**config.mk**
```make
export PLATFORM = sky130hd
export DESIGN_NAME = vga_draw_arbiter
export DESIGN_NICKNAME = d
export VERILOG_FILES = /design/src/rtl/vga_draw_arbiter.sv
export SDC_FILE = /design/constraint.sdc
export NUM_CORES = 1
export LEC_CHECK = 0
export CORE_AREA = 2 2 76 78
export CTS_CLUSTER_DIAMETER = 40
export DETAILED_ROUTE_END_ITERATION = 6
export DIE_AREA = 0 0 78 80
export PLACE_DENSITY_LB_ADDON = 0.2
export SYNTH_ARGS = -nofsm -noshare
export SYNTH_HDL_FRONTEND = slang
export SYNTH_SLANG_ARGS = --single-unit
```
**constraint.sdc**
```tcl
create_clock -name clk -period 5.1 [get_ports clk]
set_input_delay 1.275 -clock clk [delete_from_list [all_inputs] [get_ports clk]]
set_output_delay 1.275 -clock clk [all_outputs]
set_load 0.02 [all_outputs]
```
**src/rtl/vga_draw_arbiter.sv**
```systemverilog
// rtl/vga_draw_arbiter.sv - round-robin arbiter sharing one VGA pixel port among four drawing engines
//
// Purpose: grants the VGA plot port to one of four drawing engines at a time.
// A grant runs IDLE -> WARMUP (2 cycles) -> DRAW (until done or watchdog) ->
// RELEASE (1 cycle) -> IDLE. There is no preemption.
//
// Ports:
//   clk, resetn        clock and synchronous active-low reset
//   req[3:0]           level request per engine
//   eng_done[3:0]      level done flag per engine; may stay high after completion
//   eng_x/y/colour     packed per-engine pixel data (8/7/9 bits per engine)
//   eng_enable[3:0]    one-hot run enable to the granted engine (WARMUP and DRAW)
//   x, y, colour, plot VGA pixel port; pixel fields are zero whenever plot is low
//   busy               high in every state except IDLE
//   grant_id[1:0]      index of the current or most recent grant
//   timeout            one-cycle pulse on the cycle the watchdog expires
`timescale 1ns/1ps
module vga_draw_arbiter #(
   parameter int MAX_CYCLES = 4095
) (
   input  logic        clk,
   input  logic        resetn,
   input  logic [3:0]  req,
   input  logic [3:0]  eng_done,
   input  logic [31:0] eng_x,
   input  logic [27:0] eng_y,
   input  logic [35:0] eng_colour,
   output logic [3:0]  eng_enable,
   output logic [7:0]  x,
   output logic [6:0]  y,
   output logic [8:0]  colour,
   output logic        plot,
   output logic        busy,
   output logic [1:0]  grant_id,
   output logic        timeout
);

   typedef enum logic [1:0] {
      S_IDLE    = 2'd0,
      S_WARMUP  = 2'd1,
      S_DRAW    = 2'd2,
      S_RELEASE = 2'd3
   } state_t;

   // Counter value on the last DRAW cycle a grant is allowed.
   localparam logic [15:0] WD_LAST = 16'(MAX_CYCLES - 1);

   state_t      state_q, state_d;
   logic [1:0]  ptr_q, ptr_d;
   logic [1:0]  grant_id_q, grant_id_d;
   logic [15:0] wd_cnt_q, wd_cnt_d;
   logic        warm_q, warm_d;

   logic        rr_found;
   logic [1:0]  rr_winner;
   logic [1:0]  rr_idx;
   logic        gnt_done;
   logic        wd_expired;

   // Round-robin search: walk from the highest offset down so the lowest
   // offset from ptr_q that is requesting ends up as the winner.
   always_comb begin
      rr_found  = 1'b0;
      rr_winner = ptr_q;
      rr_idx    = ptr_q;
      for (int i = 3; i >= 0; i--) begin
         rr_idx = ptr_q + 2'(i);
         if (req[rr_idx]) begin
            rr_found  = 1'b1;
            rr_winner = rr_idx;
         end
      end
   end

   assign gnt_done   = eng_done[grant_id_q];
   assign wd_expired = (wd_cnt_q == WD_LAST);

   always_comb begin
      state_d    = state_q;
      ptr_d      = ptr_q;
      grant_id_d = grant_id_q;
      wd_cnt_d   = wd_cnt_q;
      warm_d     = warm_q;
      eng_enable = 4'b0000;
      plot       = 1'b0;
      x          = 8'd0;
      y          = 7'd0;
      colour     = 9'd0;
      timeout    = 1'b0;

      case (state_q)
         S_IDLE: begin
            if (rr_found) begin
               grant_id_d = rr_winner;
               warm_d     = 1'b0;
               state_d    = S_WARMUP;
            end
         end

         S_WARMUP: begin
            // eng_done is deliberately not looked at here: an engine may still
            // be showing done from its previous job.
            eng_enable = 4'b0001 << grant_id_q;
            if (warm_q) begin
               wd_cnt_d = 16'd0;
               state_d  = S_DRAW;
            end else begin
               warm_d = 1'b1;
            end
         end

         S_DRAW: begin
            eng_enable = 4'b0001 << grant_id_q;
            plot       = 1'b1;
            x          = eng_x[int'(grant_id_q) * 8 +: 8];
            y          = eng_y[int'(grant_id_q) * 7 +: 7];
            colour     = eng_colour[int'(grant_id_q) * 9 +: 9];
            wd_cnt_d   = wd_cnt_q + 16'd1;
            // Done wins over a coinciding watchdog expiry.
            if (gnt_done) begin
               ptr_d   = grant_id_q + 2'd1;
               state_d = S_RELEASE;
            end else if (wd_expired) begin
               timeout = 1'b1;
               ptr_d   = grant_id_q + 2'd1;
               state_d = S_RELEASE;
            end
         end

         S_RELEASE: begin
            state_d = S_IDLE;
         end

         default: begin
            state_d = S_IDLE;
         end
      endcase
   end

   assign busy     = (state_q != S_IDLE);
   assign grant_id = grant_id_q;

   always_ff @(posedge clk) begin
      if (!resetn) begin
         state_q    <= S_IDLE;
         ptr_q      <= 2'd0;
         grant_id_q <= 2'd0;
         wd_cnt_q   <= 16'd0;
         warm_q     <= 1'b0;
      end else begin
         state_q    <= state_d;
         ptr_q      <= ptr_d;
         grant_id_q <= grant_id_d;
         wd_cnt_q   <= wd_cnt_d;
         warm_q     <= warm_d;
      end
   end

endmodule

```
* Yosys cells after proc, flatten, opt, wreduce, memory -nomap -nowiden
Index checks and enable logic that the tools add are counted.
** Word-level totals
- Word-level logic and storage cells :: 76
- RAM bits :: 0
- ROM bits :: 0
- Output and inout bits :: 33
- Memories kept :: 0
- Bits in registers :: 23
- Input port bits :: 106
- Bits in latches :: 0
** Operators by class
- $lt $le $gt $ge :: 5
- Multipliers :: 2
- Reductions and logical operators :: 11
- Eq/ne operators :: 7
- Div/mod/pow operators :: 0
- Mux-type cells :: 37
- Shift-type cells :: 4
- $add $sub $neg :: 5
- Bitwise gates (word level) :: 0
** Operator list (number)
- $shiftx A36 B7 Y9 :: 1
- $pmux W16 S2 :: 1
- $shiftx A32 B6 Y8 :: 1
- $shiftx A28 B6 Y7 :: 1
- $mux W2 :: 10
- $add A16 B1 Y16 const B :: 1
- $eq A16 B12 Y1 const B :: 1
- $mux W16 :: 1
- $lt A2 B3 Y1 const B :: 5
- $mux W1 :: 14
- $bmux W1 S2 :: 5
- $mux W9 :: 1
- $mux W8 :: 1
- $pmux W2 S4 :: 1
- $reduce_and A2 Y1 :: 4
- $reduce_bool A2 Y1 :: 4
- $mux W7 :: 1
- $mul A2 B4 Y6 const B :: 1
- $mul A2 B3 Y5 const B :: 1
- $add A2 B1 Y2 const B :: 2
- $add A2 B2 Y2 const B :: 2
- $eq A2 B2 Y1 const B :: 2
- $mux W4 :: 1
- $ne A2 B2 Y1 const B :: 2
- 7 further kinds :: 7

* Depth between registers and ports, before layout
Gate-level depths: netlist of run 1.
- Depth after elaboration :: 9
- Gate-level depth with buffers :: 7
- Depth with buffers taken out :: 6

* Worst setup path before layout of run 1
No wires, ideal clock.
- Path kind :: input to output
- Start :: input eng_done[3]
- End :: output timeout
- Slack :: 1392 ps
- Stages :: 3
- Data required time :: 3825 ps
- Data arrival time :: 2433 ps
- Buffers on the path :: 0
- Path through :: mux4_2 -> or2_1 -> nor3_1
** Between the ends
- Longest elaborated chain between the ends :: 4
** RTL lines
- from (decl) :: RTL line 24 : input logic [3:0] eng_done,
- $bmux W1 S2 :: RTL line 75 : assign gnt_done = eng_done[grant_id_q];
- $mux W1 (not written as such) :: RTL line 75
- $mux W1 :: RTL line 120 : if (gnt_done) begin
- $mux W1 :: RTL line 91 : case (state_q)
- to (decl) :: RTL line 35 : output logic timeout
No other way between the ends. The select of a mux whose other input is x is not followed.

* Final worst setup path of run 1
- Start :: input eng_done[0]
- End :: output timeout
Same word-level chain as after synthesis.

==> summary.md, run 1 <==
| Metric | Value |
|---|---|
| Root Buffer | clkbuf_8 |
| First-pass GRT wire length | 11,300 um |
| RSZ-0062 raised after global routing | false |
| Clock Sinks | 23 |
| Final setup fails | 0 |
| R2r setup slk | 2.64 ns |
| CTS tree | done |
| Cells after Synth | 218 |
| P_int | 594 uW |
| Max frequency | 0.224 GHz |
| Syn Nets | 334 |
| EDFF count, synth | 0 |
| H-Tree Depth | 1 |
| Placer Congestion | 0.778 |
| Final period util | 87.6% |
| Post-CTS setup buffer count | 0 |
| P_leak | 1.22 nW |
| Vias | 2,208 |
| WL per Instance | 17.0 um |
| CP max FO | 2 |
| Period minus WS final | 4.47 ns |
| Syn Std Cell Area | 2060 um2 |
| Remaining antenna violation count | 0 |
| Port buffer count | 138 |
| Worst vdd ir | 0.000271 V |
| Routed WL | 7160 um |
| NetSw | 399 uW |
| Final Slew Violations | 0 |
| WHS | 0.495 ns |
| Num rows | 27 |
| End point of the worst hold path | ptr_q[0] |
| Synth warn | 0 |
| Crit Path Class | input pin to output port |
| Ys async rst share | 0% |
| Hold path start | ptr_q[0] |
| Most used DFF post-synth | dfxtp_1 |
| Setup TNS | 0 ns |
| Sw frac | 40.2% |
| Initial antenna violation count | 0 |
| Die area | 6240 um2 |
| IO Count | 139 |
| Area Growth Syn to Fin | 72.1% |
| Largest net degree at the start of global routing | 28 |
| Status | finished, final reports clean |
| Setup crit end kind | output port |
| Layout cells sized above 1 | 10.0% |
| Antenna diodes | 0 |
| Hold Crit Class | flip-flop to flip-flop |
| Core area | 5410 um2 |
| Via density | 5.23 |
| Pwr Density | 280 nW/um2 |
| Worst hold path depth | 2 |
| Worst path required time | 3.83 ns |
| Post-synthesis sequential area ratio | 22.3% |
| R2R Path End | wd_cnt_q[15] |
| Starting Density | 38.1% |
| Gr usage total | 23.2% |
| Netlist cell types | 38 |
| Post_cts resized | 0 |
| TritonCTS Buffers | 3 |
| Number of nets in the layout | 467 |
| Worst-path clk slew | 0.08 ns |
| Reg-to-Reg Start | state_q[0] |
| Clock Latency Late Sink | 0.26 ns |
| Chip height | 80 um |
| Comb pwr share | 65.2% |
| Drt drc | 0 |
| GR Overflow Total | 0 |
| Sequential fraction of design power | 23.7% |
| Clk network pwr share | 11.1% |
| Fill cells | 444 |
| Die Span X | 78 um |
| Vias in the first global route | 2,190 |
| Count of final hold-check violations | 0 |
| Clk_skew | 0.00759 ns |
| Hold-fix buffers, CTS | 0 |
| HPWL Detailed | 5880 um |
| Slew margin rel. | 24.0% |
| Avg Inst Size Synth | 9.45 um2 |
| Crit start category | input pin |
| Initial DRT Pass Iterations | 4 |
| Worst-Margin Slew | 1.13 ns |
| Detailed Route Iter0 Violations | 76 |
| Reg2Reg Depth | 6 |
| #FFs+latches synth | 23 |
| Crit path arrival time | 3.19 ns |
| Maxcap violations | 0 |
| CTS Buffer Depth | 2 |
==> cells in the final DEF (no fill, tap or decap), drive strengths merged <==
cell type      count
o21ai             11
xnor2              4
a221oi             1
and4b              1
nand3              5
buf                3
clkdlybuf4s50    138
nand2             15
nand4b             1
dfxtp             23
inv               13
clkbuf             4
o221ai             1
and4               3
or3                9
a311oi             1
nor4               2
or4                2
mux4              25
or2                1
a2111oi            1
ha                10
and2              30
o21a               1
a21oi             14
nand2b             3
xor2               2
mux2i              4
nand4              4
nor2b              3
nor2               8
nor3               3
o211ai             1
nor3b              2
o31ai              1
==> worst max-delay path, stage by stage <==
cell and delay [ns]:
clkdlybuf4s50_1 0.41, mux4_2 0.47, or2_1 0.26, nor3_1 0.15, clkdlybuf4s50_1 0.63
==> final cells by class <==
type	count	area [um2]	area share, %
multi-input cells	169	1500	42.2
inverters	13	48.8	1.38
clock buffers	4	45.0	1.27
flip-flops and latches	23	462	13.0
well taps	72	90.1	2.54
repair buffers	141	1400	39.6
==> routing by layer <==
layer / GRT usage, % / up-vias / wire length [um]
met5: 0 / - / 0
met4: 2.81 / 0 / 36
met3: 6.11 / 4 / 580
met2: 41.1 / 81 / 3460
met1: 29.2 / 1051 / 3080
li1: - / 1072 / -
==> worst max-delay path by stage <==
stage,startpoint,endpoint,cells past startpoint
2_1_floorplan,eng_done[3],timeout,3
3_3_place_gp,eng_done[0],timeout,5
3_5_place_dp,eng_done[3],timeout,5
4_1_cts,eng_done[0],timeout,5
5_1_grt,eng_done[3],timeout,5
6_report,eng_done[0],timeout,5
==> synth_stat cells (all sizes together), types with 3 or more instances <==
library cell,instances,area (um2)
nor3,3,15.0
o21ai,11,55.1
xnor2,4,35.0
a21oi,14,70.1
mux4,25,563
inv,13,48.8
and2,30,189
ha,10,125
nand2b,3,18.8
mux2i,4,40.0
nor2,8,30.0
dfxtp,23,460
and4,3,27.5
nand4,4,25.0
nor2b,3,18.8
nand2,15,56.3
nand3,5,25.0
clkbuf,8,30.0
buf,5,23.8
or3,9,56.3
==> power by group through the flow <==
stage / clock, mW / combinational (mW) / sequential, mW
detailed placement: 0 / 0.648 / 0.239
finish: 0.111 / 0.648 / 0.235
CTS: 0.114 / 0.652 / 0.235
global route: 0.120 / 0.710 / 0.239
floorplan: 0 / 0.394 / 0.224
global placement: 0 / 0.645 / 0.238
==> per-stage QoR <==
step                instances  setup WS (ns)  area (um2)  power [mW]  utilization, %
floorplan                 218           1.39        2060       0.618               -
global placement          418          0.612        3500       0.883            64.8
detailed placement        418          0.602        3500       0.887            64.8
CTS                       422          0.606        3550        1.00            65.6
global route              422          0.557        3550        1.07            65.6
finish                    422          0.632        3550       0.994            65.6
==> state kept, by name, indices dropped and copies added (netlist names) <==
signal and cells:
state_q 2, warm_q 1, grant_id 2, wd_cnt_q 16
ptr_q 2
==> cell families (layout without fill, tap and decap cells) <==
logic type,count (synthesis),after routing,synth area share (%)
buffers and inverters,26,158,4.98
AND/OR/NAND/NOR,92,92,25.7
AO/OA/AOI/OAI,32,32,9.11
flip-flops,23,23,22.3
XOR/XNOR,6,6,2.55
adder cells (fa/ha/maj),10,10,6.07
multiplexers,29,29,29.3
No activity file was read; power rests on OpenSTA's default activity.
==> run 2, diff against run 1 <==
CELL_PAD_IN_SITES_DETAIL_PLACEMENT = 1   (was unset)
CELL_PAD_IN_SITES_GLOBAL_PLACEMENT = 1   (was unset)
CORE_AREA = 2 2 91 93   (was 2 2 76 78)
CTS_CLUSTER_DIAMETER = unset   (was 40)
DIE_AREA = 0 0 93 95   (was 0 0 78 80)
==> summary.md, run 2 (synthesis results as in run 1) <==
| Metric | Value |
|---|---|
| GR Overflow Total | 0 (unchanged) |
| Period minus WS final | 4.54 ns (+0.0712 ns) |
| CTS tree | done |
| IO Count | 139 (unchanged) |
| Post-layout util | 45.3% (-20 points) |
| Remaining antenna violation count | 0 (unchanged) |
| Layout cells sized above 1 | 10.0% (unchanged) |
| Status | finished, final reports clean |
| Maxcap violations | 0 (unchanged) |
| Largest net degree at the start of global routing | 29 (+3.6%) |
| Clock Latency Late Sink | 0.26 ns (about the same) |
| Pwr Density | 279 nW/um2 (-0.30%) |
| Reg-to-Reg Start | state_q[0] |
| Worst-Margin Slew | 1.15 ns (+0.0146 ns) |
| WL per Instance | 17.5 um (+2.8%) |
| Final Instance Area | 3590 um2 (+1.2%) |
| Crit path arrival time | 3.26 ns (+0.07 ns) |
| Hold Crit Class | flip-flop to flip-flop |
| Core area | 7930 um2 (+47%) |
| Antenna diodes | 0 (unchanged) |
| Placer Congestion | 0.756 (-2.8%) |
| Area Growth Syn to Fin | 74.1% |
| Fill cells | 907 (+100%) |
| Chip height | 95 um (+19%) |
| Post-CTS setup buffer count | 0 (unchanged) |
| Hold-fix buffers, CTS | 0 (unchanged) |
| Initial antenna violation count | 0 (unchanged) |
| P_leak | 1.22 nW (unchanged) |
| Worst vdd ir | 0.000258 V (-5.0%) |
| Crit start category | input pin |
| Vias in the first global route | 2,188 (-0.091%) |
| Final Slew Violations | 0 (unchanged) |
| WHS | 0.489 ns (-0.00583 ns) |
| Gr usage total | 17.9% (-5.3 points) |
| Count of final hold-check violations | 0 (unchanged) |
| Clock Sinks | 23 (unchanged) |
| H-Tree Depth | 1 (unchanged) |
| Worst-path clk slew | 0.08 ns (about the same) |
| HPWL Detailed | 6470 um (+10%) |
| Hold path start | state_q[1] |
| RSZ-0062 raised after global routing | false |
| Largest register FFs | 16 (unchanged) |
| Post_cts resized | 0 (unchanged) |
| Port buffer count | 138 (unchanged) |
| TritonCTS Buffers | 3 (unchanged) |
| Crit Path Class | input pin to output port |
| CTS Buffer Depth | 2 (unchanged) |
| Num rows | 33 (+22%) |
| Via density | 4.92 (-6.0%) |
| Drt drc | 0 (unchanged) |
| CP max FO | 2 (unchanged) |
| Root Buffer | clkbuf_8 |
| First-pass GRT wire length | 12,300 um (+9.3%) |
| Final setup fails | 0 (unchanged) |
| Slew margin rel. | 23.0% (-0.98 points) |
| Number of nets in the layout | 467 (unchanged) |
| Setup TNS | 0 ns (unchanged) |
| Setup crit end kind | output port |
| Top reg by flops | wd_cnt_q |
| Worst path required time | 3.83 ns (about the same) |
| Origin of the worst setup path | eng_done[3] |
| Clk_skew | 0.00121 ns (-0.00639 ns) |
| Commonest non-fill, non-tap cells in the layout | 138 x clkdlybuf4s50_1, 29 x and2_1, 25 x mux4_2 |
| Detailed Route Iter0 Violations | 32 (-58%) |
| Die Span X | 93 um (+19%) |
| Starting Density | 26.0% (-12 points) |
| Routed WL | 7940 um (+11%) |
| DP Area | 3540 um2 (+1.2%) |
| Initial DRT Pass Iterations | 4 (unchanged) |
| Max frequency | 0.220 GHz (-1.6%) |
| Most common cell after layout, fill and taps aside | clkdlybuf4s50_1 |
| Vias | 2,237 (+1.3%) |
| Final period util | 89.0% (+1.4 points) |
| Die area | 8840 um2 (+42%) |
[run 2: critical path: stages]
cell and delay, ns:
clkdlybuf4s50_1 0.40, mux4_2 0.51, or2_1 0.27, nor3_1 0.17, clkdlybuf4s50_1 0.64
[run 2: final timing paths]
kind                                     end  depth (start not counted)  slack (ns)
worst max-delay path                 timeout                          5        0.56
worst min-delay path              state_q[1]                          2        0.49
worst max register to register  wd_cnt_q[15]                          6        2.63
worst min register to register    state_q[1]                          2        0.49
[run 2: routing by layer]
layer	wire, um	track usage, %	part of all wire, %	vias to the layer above
met3	686	4.95	8.6	4
met5	0	0	0	-
met1	3450	23.1	44	1091
li1	-	-	-	1065
met4	48	2.57	0.60	0
met2	3750	30.6	47	77
[run 2: per-stage QoR]
| step | instances | setup slack (ns) | power, mW |
|---|---|---|---|
| finish | 455 | 0.561 | 1.00 |
| detailed placement | 451 | 0.563 | 0.901 |
| floorplan | 218 | 1.39 | 0.618 |
| global route | 455 | 0.467 | 1.08 |
| CTS | 455 | 0.536 | 1.02 |
| global placement | 451 | 0.538 | 0.892 |
[run 2: cell type report]
type                            instances  area [um2]  share of cell area [%]
Multi-Input combinational cell        169        1500                    41.7
Inverter                               13        48.8                    1.36
Timing Repair Buffer                  141        1400                    39.1
Tap cell                              105         131                    3.66
Clock buffer                            4        45.0                    1.26
Sequential cell                        23         462                    12.9
[run 2: power breakdown]
group	switching [mW]	total, mW	leakage (nW)	internal [mW]
Clock	0.0587	0.114	0.0228	0.0557
Combinational	0.323	0.659	1.01	0.336
Sequential	0.0264	0.229	0.187	0.203
Total	0.408	1.00	1.22	0.594
==> run 3, diff against run 2 <==
clock period = 5.6 ns   (was 5.1 ns; I/O delays follow)
==> summary.md, run 3 (synthesis results as in run 1) <==
| Metric | Value |
|---|---|
| Max frequency | 0.209 GHz |
| Remaining antenna violation count | 0 (unchanged) |
| Drt drc | 0 (unchanged) |
| Largest net degree at the start of global routing | 30 (+3.4%) |
| Num rows | 33 (unchanged) |
| P_leak | 1.22 nW (unchanged) |
| Post-CTS setup buffer count | 0 (unchanged) |
| Final setup fails | 0 (unchanged) |
| Layout cells sized above 1 | 10.0% (unchanged) |
| DP Area | 3540 um2 (unchanged) |
| Die area | 8840 um2 (unchanged) |
| R2r setup slk | 3.12 ns (+0.49 ns) |
| Post-layout util | 45.3% (unchanged) |
| HPWL Detailed | 6580 um (+1.7%) |
| Antenna diodes | 0 (unchanged) |
| Chip height | 95 um (unchanged) |
| Die Span X | 93 um (unchanged) |
| Layout Cells excl Fill | 455 (unchanged) |
| Reg-to-Reg Start | state_q[0] |
| Post_cts resized | 0 (unchanged) |
| Hold path start | state_q[1] |
| Origin of the worst setup path | eng_done[3] |
| Slew margin rel. | 18.5% (-4.5 points) |
| TritonCTS Buffers | 3 (unchanged) |
| First-pass GRT wire length | 12,300 um (-0.33%) |
| Placed insts | 451 (unchanged) |
| Starting Density | 26.0% (unchanged) |
| Hold-fix buffers, CTS | 0 (unchanged) |
| WP buf/inv | 2 (unchanged) |
| Initial antenna violation count | 0 (unchanged) |
| H-Tree Depth | 1 (unchanged) |
| Port buffer count | 138 (unchanged) |
| Final period util | 85.4% |
| Setup crit end kind | output port |
| Setup TNS | 0 ns (unchanged) |
| Most common cell after layout, fill and taps aside | clkdlybuf4s50_1 |
| Vias | 2,240 (+0.13%) |
| Maxcap violations | 0 (unchanged) |
| CTS tree | done |
| Worst-Margin Slew | 1.21 ns (+0.0670 ns) |
| Worst hold path depth | 2 (unchanged) |
| Clock Sinks | 23 (unchanged) |
| Root Buffer | clkbuf_8 |
| Crit Path Class | input pin to output port |
| Detailed Route Iter0 Violations | 28 (-13%) |
| CP max FO | 2 (unchanged) |
| Hold Crit Class | flip-flop to flip-flop |
| Routed WL | 8050 um (+1.4%) |
| IO Count | 139 (unchanged) |
| Worst path required time | 4.20 ns (+0.37 ns) |
| GR Overflow Total | 0 (unchanged) |
| RSZ-0062 raised after global routing | false |
| Top reg by flops | wd_cnt_q |
| Critical-path cell list | clkdlybuf4s50_1 > mux4_2 > or2_1 > nor3_1 > clkdlybuf4s50_1 |
| Crit start category | input pin |
| Clk_skew | 0.0111 ns (+0.00986 ns) |
| Count of final hold-check violations | 0 (unchanged) |
| Crit-path max cell delay | 0.64 ns (about the same) |
| Reg2Reg Depth | 6 (unchanged) |
| Number of nets in the layout | 467 (unchanged) |
| Placer Congestion | 0.752 (-0.53%) |
| Pwr Density | 256 nW/um2 (-8.3%) |
| Clock Latency Late Sink | 0.28 ns (+0.02 ns) |
| Final Instance Area | 3590 um2 (unchanged) |
| Most common cell on crit path | clkdlybuf4s50_1 |
| CP max stage cell | clkdlybuf4s50_1 |
| Core area | 7930 um2 (unchanged) |
| End point of the worst hold path | state_q[1] |
| Vias in the first global route | 2,190 (+0.091%) |
| Via density | 4.92 (+0.13%) |
| CP delay by family, top | buffers and inverters |
| CTS Buffer Depth | 2 (unchanged) |
| Gr usage total | 17.9% (+0.067 points) |
| Largest register FFs | 16 (unchanged) |
| Worst vdd ir | 0.000243 V (-5.8%) |
| Initial DRT Pass Iterations | 4 (unchanged) |
| Crit path arrival time | 3.38 ns (+0.12 ns) |
| WL per Instance | 17.7 um (+1.4%) |
| Status | finished, final reports clean |
| R2R Path End | wd_cnt_q[15] |
| Area Growth Syn to Fin | 74.1% (unchanged) |
| Worst-path clk slew | 0.09 ns (about the same) |
| Final Slew Violations | 0 (unchanged) |
| Commonest non-fill, non-tap cells in the layout | 138 x clkdlybuf4s50_1, 29 x and2_1, 25 x mux4_2 |
| Period minus WS final | 4.78 ns |
-- run 3: worst register-to-register path: stages, from the launching register on --
cell and delay, ns:
dfxtp_1 0.37, inv_1 0.09, ha_1 0.49, inv_1 0.12
or4_1 0.70, or4_1 0.46, a21oi_1 0.16
-- run 3: stage by stage --
| step | worst slack (ns) | total power [mW] | hold slack, ns |
|---|---|---|---|
| floorplan | 1.64 | 0.563 | 0.450 |
| detailed placement | 0.823 | 0.825 | 0.484 |
| finish | 0.816 | 0.919 | 0.490 |
| global placement | 0.793 | 0.813 | 0.468 |
| CTS | 0.806 | 0.935 | 0.496 |
| global route | 0.694 | 0.984 | 0.518 |
-- run 3: layout make-up --
cell class	instances	area (um2)
tap	105	131
clock buffer	4	45.0
multi-input combinational	169	1500
fill	925	4340
inverter	13	48.8
timing repair buffer	141	1400
sequential	23	462
-- run 3: per-layer routing --
| layer | wire length [um] | vias up | share of wire, % | GRT usage [%] |
|---|---|---|---|---|
| met5 | 0 | - | 0 | 0 |
| met4 | 93 | 0 | 1.2 | 4.17 |
| met2 | 3780 | 82 | 47 | 30.3 |
| met3 | 586 | 8 | 7.3 | 4.31 |
| li1 | - | 1069 | - | - |
| met1 | 3590 | 1081 | 45 | 23.3 |
-- run 3: how the worst max path moves through the flow --
| stage | to | slack (ns) | cells after the start |
|---|---|---|---|
| floorplan | timeout | 1.64 | 3 |
| global placement | timeout | 0.79 | 5 |
| detailed placement | timeout | 0.82 | 5 |
| CTS | timeout | 0.81 | 5 |
| global route | timeout | 0.69 | 5 |
| finish | timeout | 0.82 | 5 |
-- run 3: report_power, final --
part           leakage, nW  switching, mW  total [mW]  internal (mW)
Sequential           0.187         0.0191       0.203          0.184
Combinational         1.01          0.300       0.606          0.306
Clock               0.0228         0.0583       0.109         0.0511
